==> src/rtl/icg_gate_ctrl.sv <==
// Upstream controller for an integrated clock-gate stage: gates the clock after an idle period,
// wakes on traffic or force_on, and registers the payload onto the gate stage's d0/d1 inputs.
module icg_gate_ctrl #(
  parameter int DATA_W      = 2,
  parameter int IDLE_CYCLES = 8,
  parameter int WAKE_LAT    = 2,
  parameter int CNT_W       = 16
) (
  input  logic              i_clk,
  input  logic              i_rst,
  input  logic              i_act_valid,
  input  logic [DATA_W-1:0] i_act_data,
  output logic              o_act_ready,
  input  logic              i_force_on,
  output logic              o_icg_in,
  output logic [DATA_W-1:0] o_d_out,
  output logic              o_gated,
  output logic [CNT_W-1:0]  o_gated_cycles
);

  localparam int WAKE_W = (WAKE_LAT > 1) ? $clog2(WAKE_LAT) : 1;

  localparam logic [1:0] S_WAKE   = 2'd0;
  localparam logic [1:0] S_ACTIVE = 2'd1;
  localparam logic [1:0] S_GATED  = 2'd2;

  localparam logic [7:0]        IDLE_LAST = 8'(IDLE_CYCLES - 1);
  localparam logic [WAKE_W-1:0] WAKE_LAST = WAKE_W'(WAKE_LAT - 1);

  logic [1:0]        r_state;
  logic [7:0]        r_idle_cnt;
  logic [WAKE_W-1:0] r_wake_cnt;
  logic              r_act_ready;
  logic              r_icg_in;
  logic              r_gated;
  logic [DATA_W-1:0] r_d_out;
  logic [CNT_W-1:0]  r_gated_cycles;

  logic [1:0]        w_state_nxt;
  logic [7:0]        w_idle_nxt;
  logic [WAKE_W-1:0] w_wake_nxt;
  logic              w_accept;

  assign w_accept = r_act_ready & i_act_valid;

  // An accept on the threshold cycle keeps the block ACTIVE; WAKE always runs to completion.
  always_comb begin
    w_state_nxt = r_state;
    w_idle_nxt  = r_idle_cnt;
    w_wake_nxt  = r_wake_cnt;
    case (r_state)
      S_ACTIVE: begin
        if (w_accept || i_force_on) begin
          w_idle_nxt = '0;
        end else if (r_idle_cnt == IDLE_LAST) begin
          w_state_nxt = S_GATED;
          w_idle_nxt  = '0;
        end else begin
          w_idle_nxt = r_idle_cnt + 8'd1;
        end
      end
      S_GATED: begin
        if (i_act_valid || i_force_on) begin
          w_state_nxt = S_WAKE;
          w_wake_nxt  = '0;
        end
      end
      S_WAKE: begin
        if (r_wake_cnt == WAKE_LAST) begin
          w_state_nxt = S_ACTIVE;
          w_wake_nxt  = '0;
        end else begin
          w_wake_nxt = r_wake_cnt + 1'b1;
        end
      end
      default: begin
        w_state_nxt = S_WAKE;
        w_idle_nxt  = '0;
        w_wake_nxt  = '0;
      end
    endcase
  end

  // Outputs are decoded from the next state so they stay registered yet track the state exactly.
  always_ff @(posedge i_clk) begin
    if (i_rst) begin
      r_state        <= S_WAKE;
      r_idle_cnt     <= '0;
      r_wake_cnt     <= '0;
      r_act_ready    <= 1'b0;
      r_icg_in       <= 1'b0;
      r_gated        <= 1'b0;
      r_d_out        <= '0;
      r_gated_cycles <= '0;
    end else begin
      r_state     <= w_state_nxt;
      r_idle_cnt  <= w_idle_nxt;
      r_wake_cnt  <= w_wake_nxt;
      r_act_ready <= (w_state_nxt == S_ACTIVE);
      r_icg_in    <= (w_state_nxt == S_GATED);
      r_gated     <= (w_state_nxt == S_GATED);
      if (w_accept) begin
        r_d_out <= i_act_data;
      end
      if (r_gated && (r_gated_cycles != {CNT_W{1'b1}})) begin
        r_gated_cycles <= r_gated_cycles + 1'b1;
      end
    end
  end

  assign o_act_ready    = r_act_ready;
  assign o_icg_in       = r_icg_in;
  assign o_gated        = r_gated;
  assign o_d_out        = r_d_out;
  assign o_gated_cycles = r_gated_cycles;

endmodule
==> config.mk <==
export PLATFORM = sky130hd
export DESIGN_NAME = icg_gate_ctrl
export DESIGN_NICKNAME = d
export VERILOG_FILES = /design/src/rtl/icg_gate_ctrl.sv
export SDC_FILE = /design/constraint.sdc
export NUM_CORES = 1
export LEC_CHECK = 0
export CELL_PAD_IN_SITES_DETAIL_PLACEMENT = 1
export CELL_PAD_IN_SITES_GLOBAL_PLACEMENT = 1
export CORE_ASPECT_RATIO = 1.2
export CORE_MARGIN = 4
export CORE_UTILIZATION = 39
export CTS_CLUSTER_DIAMETER = 200
export CTS_CLUSTER_SIZE = 14
export DETAILED_ROUTE_END_ITERATION = 10
export PLACE_DENSITY = 0.83
export SYNTH_ARGS = -nofsm -noshare
export SYNTH_HDL_FRONTEND = slang
export SYNTH_SLANG_ARGS = --single-unit
==> constraint.sdc <==
create_clock -name i_clk -period 2.6 [get_ports i_clk]
set_clock_uncertainty 0.2 [all_clocks]
set_input_delay 0.52 -clock i_clk [delete_from_list [all_inputs] [get_ports i_clk]]
set_output_delay 0.52 -clock i_clk [all_outputs]
set_load 0.01 [all_outputs]
# [Yosys cells after proc, flatten, opt, wreduce, memory -nomap -nowiden]
# Cells that the tools add are included.
[totals] regBits=31 input_bits=6 out_inout_bits=21 word_cells=36
[classes] n_addsub=3 eq_ne=7 muxes=11 bitwise=2 n_reduce_logical=6
[ops] cell="adder 16 x 1 -> 16 bit, second input constant" count=1
[ops] cell="2-to-1 mux 8 bit" count=2
[ops] cell="inequality test 16 bit, second input constant" count=1
[ops] cell="one-hot mux 8 bit (2 select lines)" count=1
[ops] cell="adder 8 x 1 -> 8 bit, second input constant" count=1
[ops] cell="== test 8 x 3 -> 1 bit, second input constant" count=1
[ops] cell="2-to-1 mux 2 bit" count=4
[ops] cell="one-hot mux 2 bit (3 select lines)" count=1
[ops] cell="== test 2 x 1 -> 1 bit, second input constant" count=2
[ops] cell="== test 2 bit, second input constant" count=2
[ops] cell="one-hot mux 1 bit (3 select lines)" count=1
[ops] cell="logical NOT 2 bit" count=1
[ops] cell="logical OR 1 bit" count=2
[ops] cell="2-to-1 mux 1 bit" count=2
[ops] cell="inequality test 2 bit, second input constant" count=1
[ops] cell="AND reduction 2 bit" count=1
[ops] cell="OR reduction 2 bit" count=1
[ops] cell="adder 1 bit, second input constant" count=1
[ops] cell="AND 1 bit" count=1
[ops] cell="logical AND 1 bit" count=1
[ops] cell="inverter 1 bit" count=1

# [Logic depth before layout (Yosys ltp)]
# Gate-level depths: netlist of run 1.
[logic_depth] depth_word=5 depth_mapped=6 mapped_depth_nobuf=5

# [Least setup slack after synthesis of run 1]
# No wires, ideal clock.
[synth_path] path_type="register to register" start="register r_gated_cycles[0] (netlist: o_gated_cycles[0])" end="register r_gated_cycles[10] (netlist: o_gated_cycles[10])" setup_ps=70 t_arrival_ps=1698 required_time_ps=2330 slack_ps=631 path_stages_with_launch=7 n_path_buf=1 period_less_slack_ps=1969 path_cell_list="dfxtp_1 > ha_1 > and3_1 > clkbuf_1 > nand2_1 > or4_1 > a21oi_1"
[synth_via] elab_chain_cells=2 elab_cells_between_ends=3 cone_classes="add/sub (1); eq/ne (1); reduce/logical (1)"
[synth_rtl] item="from (decl)" line_no="37" source="logic [CNT_W-1:0] r_gated_cycles;"
[synth_rtl] item="from (signal assigned)" line_no="106" source="r_gated_cycles <= r_gated_cycles + 1'b1;"
[synth_rtl] item="branches (longest 2 deep; another with adder 16 x 1 -> 16 bit)"
# Several ways; the timed one is not identified.
# A chain may end at the register's enable or synchronous reset.

# [Worst setup path in the final report of run 1]
[layout_path] start="register r_gated_cycles[3] (netlist: o_gated_cycles[3])" end="output port o_gated_cycles[3]"
[layout_rtl] item="to (decl)" line_no="18" source="output logic [CNT_W-1:0] o_gated_cycles"
# No word-level cell between the ends.

==> impl_metrics.tcl, run 1 <==
set metrics [dict create \
    grt_max_degree 21 \
    ctsHtreeMaxLevel 2 \
    cts-root-buf "clkbuf_8" \
    hpwlAfterDp_um 3136 \
    rr_startpoint "r_idle_cnt[3]" \
    p_int_mw 0.6979 \
    p_sw_frac 0.2373 \
    placed_area_mm2 0.001824 \
    netlist_instances 176 \
    rows 24 \
    worst-path-buf-inv 1 \
    crit_path_end "o_gated_cycles[3]" \
    p_switching_mw 0.2171 \
    irDropWorstVdd_v 0.0003352 \
    ys_seq_area_frac 0.4056 \
    crit_family "buffers and inverters" \
    fin_crit_sh 0.8123 \
    synth-seq-cells 31 \
    grt_overflow 0 \
    hold_path.class "reg2reg" \
    final.min_clock_period_ns 2.112 \
    ioPinCount 27 \
    cts_buffers 5 \
    first_pass_iters 4 \
    arrival_ns 1.39 \
    routed_wl_um 4218 \
    antenna_found_initial 0 \
    grt_pass1_vias 1552 \
    maxSlewViolCount 0 \
    drive_gt1_frac 0.06468 \
    path_cells "clkdlybuf4s50_1" \
    r2r_end "o_act_ready" \
    tritoncts "built" \
    grtUsageTotal 0.1804 \
    timing.fmax_mhz 473.5 \
    drcViolationCount 0 \
    pwr-share-seq 0.538 \
    ys_types 37 \
    die_h_um 76.62 \
    wire_per_inst_um 16.67 \
    setup_violations 0 \
    postRouteAntennaNets 0 \
    routabilityCongestion 0.8099 \
    power-per-cell-area_mw_per_mm2 480.2 \
    setup_slack_ns 0.4881 \
    whs_ns 0.2954 \
    synth_edf_count 0 \
    clock_power_share 0.397 \
    cts_resized 0 \
    ff2ff_setup_slack_ns 0.51 \
    post_cts_buffers 0 \
    path_clk_slew_ns 0.07 \
    reg2regPathDepth 4 \
    die_area_mm2 0.004994 \
    die_x_um 65.18 \
    syn_area_mm2 0.001530 \
    setup-tns-final_ns 0 \
    cp.depth 1 \
    diodes 0 \
    startpoint_type "register" \
    synthFlopType "dfxtp_1" \
    yosys_warnings 0 \
    start_util 0.4110 \
    hold_buffers 0 \
    drt_iter0_drc 67 \
    cp_max_fo 10 \
    hold_viol 0 \
    slew_headroom 0.6333 \
    vias_per_cell 5.964 \
    synth_fp_nets 184 \
    status "complete, no violations" \
    clkLatencyLatePin_ns 0.28 \
    finalInstanceArea_mm2 0.001906 \
    synthArstFlopShare 0 \
    grt_pass1_wl_um 7148 \
    critical_path.startpoint "o_gated_cycles[3]" \
    core_area_mm2 0.003724 \
    clock_sinks 31 \
    worstSetupEndpointType "primary output" \
    p_leak_nw 0.6381 \
    worstMarginPinSlew_ns 0.5484 \
    maxCapViolCount 0 \
    syn_to_final_growth_pct 24.53 \
    cpPeakStageDelay_ns 0.60 \
    syn_avg_cell_area_um2 8.694 \
    clk_path_buf_depth 2 \
    pwr-share-comb 0.064 \
    slowest_stage "clkdlybuf4s50_1" \
    path_class "reg2out" \
    port_buffers 26 \
    rsz0062_at_grt "no" \
    min_path_cells 2 \
    place_ws_ns 0.2767 \
    vias 1509 \
    cp.required_ns 1.88 \
    final_nets 208 \
]
==> placed cells by master, fill, tap and decap left out, types with 2 or more instances in the layout <==
cell             count
a21oi_1             17
and4_1               3
nor4_1               3
clkdlybuf4s50_1     26
clkbuf_8             5
inv_1                2
and3_1               4
nand3_1             11
nand4_1              6
nand4b_1             2
buf_4                2
or3_1                5
dfxtp_1             31
nor3_1               6
a41oi_1              3
nand2_1             15
nor2b_1              2
or4_1                5
nor2_1              15
nor4b_4              2
o31ai_1              3
a211oi_1             2
clkbuf_1             2
a31oi_1              4
ha_1                 2
a311oi_1             5
o21ai_0              5
mux2i_1              2
==> per-layer routing <==
layer  share of wire  routed length [µm]  GRT usage  vias to the layer above
met2            0.57                2400     0.3516                       24
li1                -                   -          -                      724
met5               0                   0          0                        -
met3           0.030                 125    0.05015                       10
met1            0.38                1601     0.1698                      751
met4           0.022                  91    0.07054                        0
==> cells by family (layout without fill, tap and decap cells) <==
group                      count (synthesis)  after routing  synth area share
AOI/OAI and AO/OA                         42             42            0.1807
xor gates and xnor gates                   1              1          0.005725
adders and majority gates                  2              2           0.01635
buffers and inverters                     14             39           0.04823
DFF                                       31             31            0.4056
muxes                                      2              2           0.01308
and+or+nand+nor                           84             84            0.3303
==> how the worst min path moves through the flow <==
stage	start	end	slack [ns]
after global routing	r_idle_cnt[0]	r_idle_cnt[0]	0.32
after CTS	r_idle_cnt[0]	r_idle_cnt[0]	0.30
after detailed placement	o_d_out[0]	o_d_out[0]	0.28
after global placement	o_d_out[1]	o_d_out[1]	0.25
final	r_wake_cnt	r_wake_cnt	0.30
after floorplan	r_idle_cnt[0]	r_idle_cnt[0]	0.25
==> flip-flops by register name, summed over array words and instances, names as in the netlist <==
name,flops
o_act_ready,1
r_wake_cnt,1
r_idle_cnt,8
o_d_out,2
o_gated,1
o_gated_cycles,16
r_state,2
==> metrics by stage <==
stage | util | instances | power [mW]
6_report | 0.5118 | 253 | 0.9151
5_1_grt | 0.5118 | 253 | 0.9523
4_1_cts | 0.5118 | 253 | 0.9245
3_5_place_dp | 0.4899 | 245 | 0.5621
3_3_place_gp | 0.4899 | 245 | 0.5589
2_1_floorplan | - | 176 | 0.5341
==> tightest hold or removal path, cell delays in order, from the launching register on <==
cell	delay, ns
dfxtp_1	0.32
o21ai_0	0.07
a21oi_1	0.06
==> synth_stat cells, types with 2 or more instances <==
cell type  number  area, µm²
ha_1            2      25.02
or3_1           5      31.28
a31oi_1         4      25.02
dfxtp_1        31      620.6
nand2_1        15      56.30
buf_4           2      15.01
o21ai_0         5      25.02
clkbuf_1        4      15.01
a211oi_1        2      15.01
buf_2           5      25.02
nand3_1        11      55.05
nor4_1          3      18.77
mux2i_1         2      20.02
a41oi_1         3      26.28
nor2_1         15      56.30
o31ai_1         3      22.52
nor4b_4         2      47.55
a311oi_1        5      43.79
nand4b_1        2      17.52
and4_1          3      26.28
nand4_1         6      37.54
inv_1           2      7.510
nor2b_1         2      12.51
a21oi_1        17      85.08
and3_1          4      25.02
or4_1           5      37.54
nor3_1          6      30.03
==> area by class of cell <==
class / count / area [µm²]
well taps: 52 / 65.06
repair buffers: 29 / 295.3
fillers: 467 / 1818
flip-flops and latches: 31 / 620.6
inverters: 2 / 7.507
clock inverters: 1 / 5.005
clock buffers: 7 / 76.32
multi-input cells: 131 / 835.8
==> power groups by stage <==
stage               Clock (mW)  Sequential (mW)  Combinational (mW)
floorplan                    0            0.499              0.0350
global placement             0            0.502              0.0567
detailed placement           0            0.503              0.0590
CTS                      0.372            0.493              0.0597
global route             0.394            0.494              0.0643
finish                   0.363            0.493              0.0589
Note: power is estimated with default switching activity, not from simulation.
==> run 2, diff against run 1 <==
clock period = 2.16 ns   (was 2.6 ns; I/O delays follow)
==> run 2 against run 1 <==
Register-to-register slack worse by 0.32 ns. Setup slack worse by 0.30 ns. Critical path depth up 3. Hold slack worse by 0.017 ns. Utilization up 1.4 points. Clock-buffer cell count unchanged. Sequential share of layout area down 0.85 points. Sequential cell count unchanged. Final area up 2.7%. Clock power up 21%. Die area unchanged. Highest routed layer unchanged.
==> impl_metrics.tcl, run 2 (synthesis results as in run 1) <==
set metrics [dict create \
    cp_max_fo 8 \
    clock_sinks 31 \
    syn_to_final_growth_pct 27.88 \
    cpPeakStageDelay_ns 0.59 \
    vias 1499 \
    status "complete, no violations" \
    path_cells "nand4_1, o41ai_2, mux2i_1, nor2_1" \
    maxSlewViolCount 0 \
    pwr-share-comb 0.069 \
    hold_buffers 0 \
    routabilityCongestion 0.7972 \
    multi_input_area_um2 839.6 \
    slowest_stage "o41ai_2" \
    p_sw_frac 0.2390 \
    clock_power_share 0.397 \
    critical_path.startpoint "o_gated_cycles[7]" \
    clk_path_buf_depth 2 \
    antenna_found_initial 0 \
    final_common_cell "dfxtp_1" \
    irDropWorstVdd_v 0.0004573 \
    cp.required_ns 2.12 \
    path_class "reg2reg" \
    rsz0062_at_grt "no" \
    hold_viol 0 \
    fillCellCount 475 \
    grt_pass1_vias 1567 \
    final.min_clock_period_ns 1.968 \
    min_from "o_d_out[1]" \
    final_nets 216 \
    grt_pass1_wl_um 7169 \
    drcViolationCount 0 \
    diodes 0 \
    worst-path-buf-inv 0 \
    postRouteAntennaNets 0 \
    timing.fmax_mhz 508.2 \
    rr_startpoint "o_gated_cycles[7]" \
    worstMarginPinSlew_ns 0.4722 \
    drt_iter0_drc 72 \
    hold_path.class "reg2reg" \
    core_area_mm2 0.003724 \
    path_clk_slew_ns 0.07 \
    ioPinCount 27 \
    tritoncts "built" \
    worstSetupEndpointType "register" \
    maxCapViolCount 0 \
    setup_slack_ns 0.1921 \
    p_leak_nw 0.6756 \
    hpwlAfterDp_um 3133 \
    setup_violations 0 \
    grt_max_degree 32 \
    power-per-cell-area_mw_per_mm2 566.8 \
    whs_ns 0.2787 \
    die_x_um 65.18 \
    arrival_ns 1.93 \
    startpoint_type "register" \
    die_area_mm2 0.004994 \
    start_util 0.4110 \
    rows 24 \
    wire_per_inst_um 16.36 \
    grt_overflow 0 \
    p_int_mw 0.8441 \
    setup-tns-final_ns 0 \
    clkLatencyLatePin_ns 0.29 \
    cts_buffers 5 \
    slew_headroom 0.6828 \
    largest_reg_flops 16 \
    die_h_um 76.62 \
    fin_crit_sh 0.9110 \
    crit_family "compound AO/OA/AOI/OAI gates" \
    drive_gt1_frac 0.1053 \
    ff_latch_area_um2 620.6 \
    post_cts_buffers 0 \
    routed_wl_um 4270 \
    place_ws_ns 0.009772 \
    p_switching_mw 0.2651 \
    vias_per_cell 5.743 \
    final_cell_mix "dfxtp_1 (31), clkdlybuf4s50_1 (26), a21oi_1 (17), nor2_1 (15), nand2_1 (15)" \
    grtUsageTotal 0.1796 \
    port_buffers 26 \
    cts-root-buf "clkbuf_8" \
    first_pass_iters 4 \
    ctsHtreeMaxLevel 2 \
    pwr-share-seq 0.534 \
]
## run 2: changes by cell type in the layout (fill, tap and decap cells not counted)
cell / change
buf_4: +9
or4_4: +1
or4_1: -1
buf_12: -1
## run 2: path summary, 6_finish.rpt
path | depth (start not counted) | slack, ns | end
setup / recovery | 4 | 0.19 | o_gated_cycles[1]
hold / removal | 2 | 0.28 | o_d_out[1]
setup reg to reg | 4 | 0.19 | o_gated_cycles[1]
hold reg to reg | 2 | 0.28 | o_d_out[1]
## run 2: final cells by class
| type | instances | share of cell area |
|---|---|---|
| inverters | 2 | 0.003836 |
| clock inverters | 1 | 0.002558 |
| flip-flops and latches | 31 | 0.3171 |
| multi-input cells | 131 | 0.4290 |
| clock buffers | 7 | 0.03900 |
| repair buffers | 37 | 0.1752 |
| well taps | 52 | 0.03325 |
## run 2: worst register-to-register path, delay by kind of cell (launching register included)
family / cells / cell delay, ns
compound gates: 1 / 0.59
flops: 1 / 0.45
mux: 1 / 0.23
simple gates: 2 / 0.39
## run 2: repair_timing
action,in CTS,in global routing
hold endpoints to repair,0,0
gates resized for setup,0,1
endpoints found under the setup margin,0,3
## run 2: per-layer routing
metal  global-route usage  vias up  wire, µm
li1                     -      736         -
met1               0.1844      725      1744
met2               0.3394       30      2302
met3              0.04572        8       150
met4              0.06224        0        73
met5                    0        -         0
## run 2: power by group through the flow
stage               Sequential (mW)  Clock [mW]  Combinational (mW)
global placement              0.604           0              0.0721
global route                  0.594       0.480              0.0839
finish                        0.592       0.440              0.0769
floorplan                     0.601           0              0.0422
CTS                           0.592       0.456              0.0774
detailed placement            0.605           0              0.0772
## run 2: metrics by stage
step / cells / area, µm² / util / power [mW]
floorplan: 176 / 1530 / - / 0.6429
global placement: 253 / 1872 / 0.5027 / 0.6762
detailed placement: 253 / 1872 / 0.5027 / 0.6822
CTS: 261 / 1953 / 0.5245 / 1.126
global route: 261 / 1957 / 0.5255 / 1.158
finish: 261 / 1957 / 0.5255 / 1.109
==> variant (settings of run 2) <==
`DATA_W`: 2 -> 4.
--- a/src/rtl/icg_gate_ctrl.sv
+++ b/src/rtl/icg_gate_ctrl.sv
@@ -1,7 +1,7 @@
 // Upstream controller for an integrated clock-gate stage: gates the clock after an idle period,
 // wakes on traffic or force_on, and registers the payload onto the gate stage's d0/d1 inputs.
 module icg_gate_ctrl #(
-  parameter int DATA_W      = 2,
+  parameter int DATA_W      = 4,
   parameter int IDLE_CYCLES = 8,
   parameter int WAKE_LAT    = 2,
   parameter int CNT_W       = 16
Ports: changed (resized i_act_data and o_d_out); port bits go from 27 to 31. The function was not compared with the original's and may differ.
==> variant against run 2 <==
Design area grew 8.4%. Clock power grew 6.6%. Global-route usage grew 0.94 points. First-iteration DRC count grew 9.7%. Die area grew 5.1%. Wire length grew 7.5%. Sequential cell count grew 2. Power grew 7.1%. Final cell count grew 6.1%. Synthesized area grew 5.8%. Via count grew 7.0%. Largest power group unchanged. Combinational power grew 17%. Setup slack lost 0.074 ns.
==> variant: results (changes against run 2) <==
The transition time at the pin with the least slew margin was 0.451 ns (-0.0212 ns). Fraction of the yosys area taken by sequential cells: 40.8% (+0.25 points). The count of cells along the worst register-to-register path is 5 (+1), and the met1 routed wirelength after detailed routing is 1.92 mm (+9.8%). The aggregate global-route resource usage came out at 18.9% (+0.94 points). For the post-synth net total, the log shows 195 (+6.0%). The logs give 52.9% (-0.5 points) for the power share of the sequential group and 0.807 (+1.3%) for the final weighted congestion in routability-driven placement. The tools report the post-route core utilization as 53.4% (+0.83 points). The first-pass GRT wire length was 7.69 mm (+7.3%); the area share of fa/ha/maj cells after synthesis was 1.55% (-0.090 points). Among cell families on the critical path, the largest total delay comes from buffers and inverters. The logs give 269 (+6.3%) for the number of instances in the placed design and 3.40 mm (+8.5%) for the placed wire-length estimate. The tools report the data arrival at the endpoint of the critical path as 1.41 ns (-0.52 ns). The compound-gate portion of the synthesized area came out at 17.5% (-0.53 points). For the post-synthesis cell type count, the log shows 45 (+22%). The fraction of layout instances using a drive strength above 1 is 12.1% (+1.6 points), and the final non-filler cell total is 277 (+6.1%). The tools report the final net count as 232 (+7.4%). The number of filler cells placed in the layout is 482 (+1.5%). The commonest cells after synthesis are dfxtp_1, a21oi_1, nand3_1. The mean area per synthesized cell came out at 8.75 sq um (+0.66%). The flow ran to the end, and the final reports show no timing, DRC or antenna violations. The slowest stage of the critical path is the clkdlybuf4s50_1 cell. The mean routed wirelength per cell was 16.6 microns (+1.3%).

For the internal power of the cells, the log shows 0.886 mW (+4.9%). The logs give 348 uV (-24%) for the peak supply drop and 37 (+16%) for the pin count of the biggest net entering global routing. The fraction of synthesized cell area in xor and xnor cells is 0.541% (-0.031 points), and the met1 usage in global routing is 20.2% (+1.7 points). The tools report the static leakage power as 0.749 nW (+11%). The via density per instance is 5.79 (+0.82%), and the global-route track usage on met3 is 3.86% (-0.71 points).

Minimum setup slack after placement: -0.115 ns (-0.125 ns). By area the synthesized netlist is led by dfxtp_1, a21oi_1, nand3_1. The total length of routed met3 wires was 122 microns (-19%). The routed length on met2 is 2.49 mm (+8.3%), and the number of port buffers is 30 (+15%). The power in sequential cells is 0.629 mW (+6.3%), and the number of global-route vias before repair is 1,641 (+4.7%).
-- variant: cell count changes in the layout (fill, tap and decap cells not counted), sizes merged, moves of 3 or more --
| cell | before | now |
|---|---|---|
| nor4 | 4 | 7 |
| buf | 11 | 7 |
| mux2 | 0 | 3 |
| nand3 | 11 | 16 |
| clkdlybuf4s50 | 26 | 30 |
-- variant: final timing paths --
| check | start | end | slack (ns) |
|---|---|---|---|
| setup / recovery | o_gated_cycles[13] | o_gated_cycles[13] | 0.12 |
| hold reg to reg | o_d_out[0] | o_d_out[0] | 0.26 |
| setup reg to reg | o_gated_cycles[1] | o_gated_cycles[9] | 0.17 |
| hold / removal | o_d_out[0] | o_d_out[0] | 0.26 |
-- variant: layout make-up --
cell class,instances,area share [%]
clock inverters,3,0.826
clock buffers,5,3.24
multi-input cells,141,43.7
inverters,4,0.708
well taps,54,3.19
repair buffers,37,17.2
flip-flops and latches,33,31.2
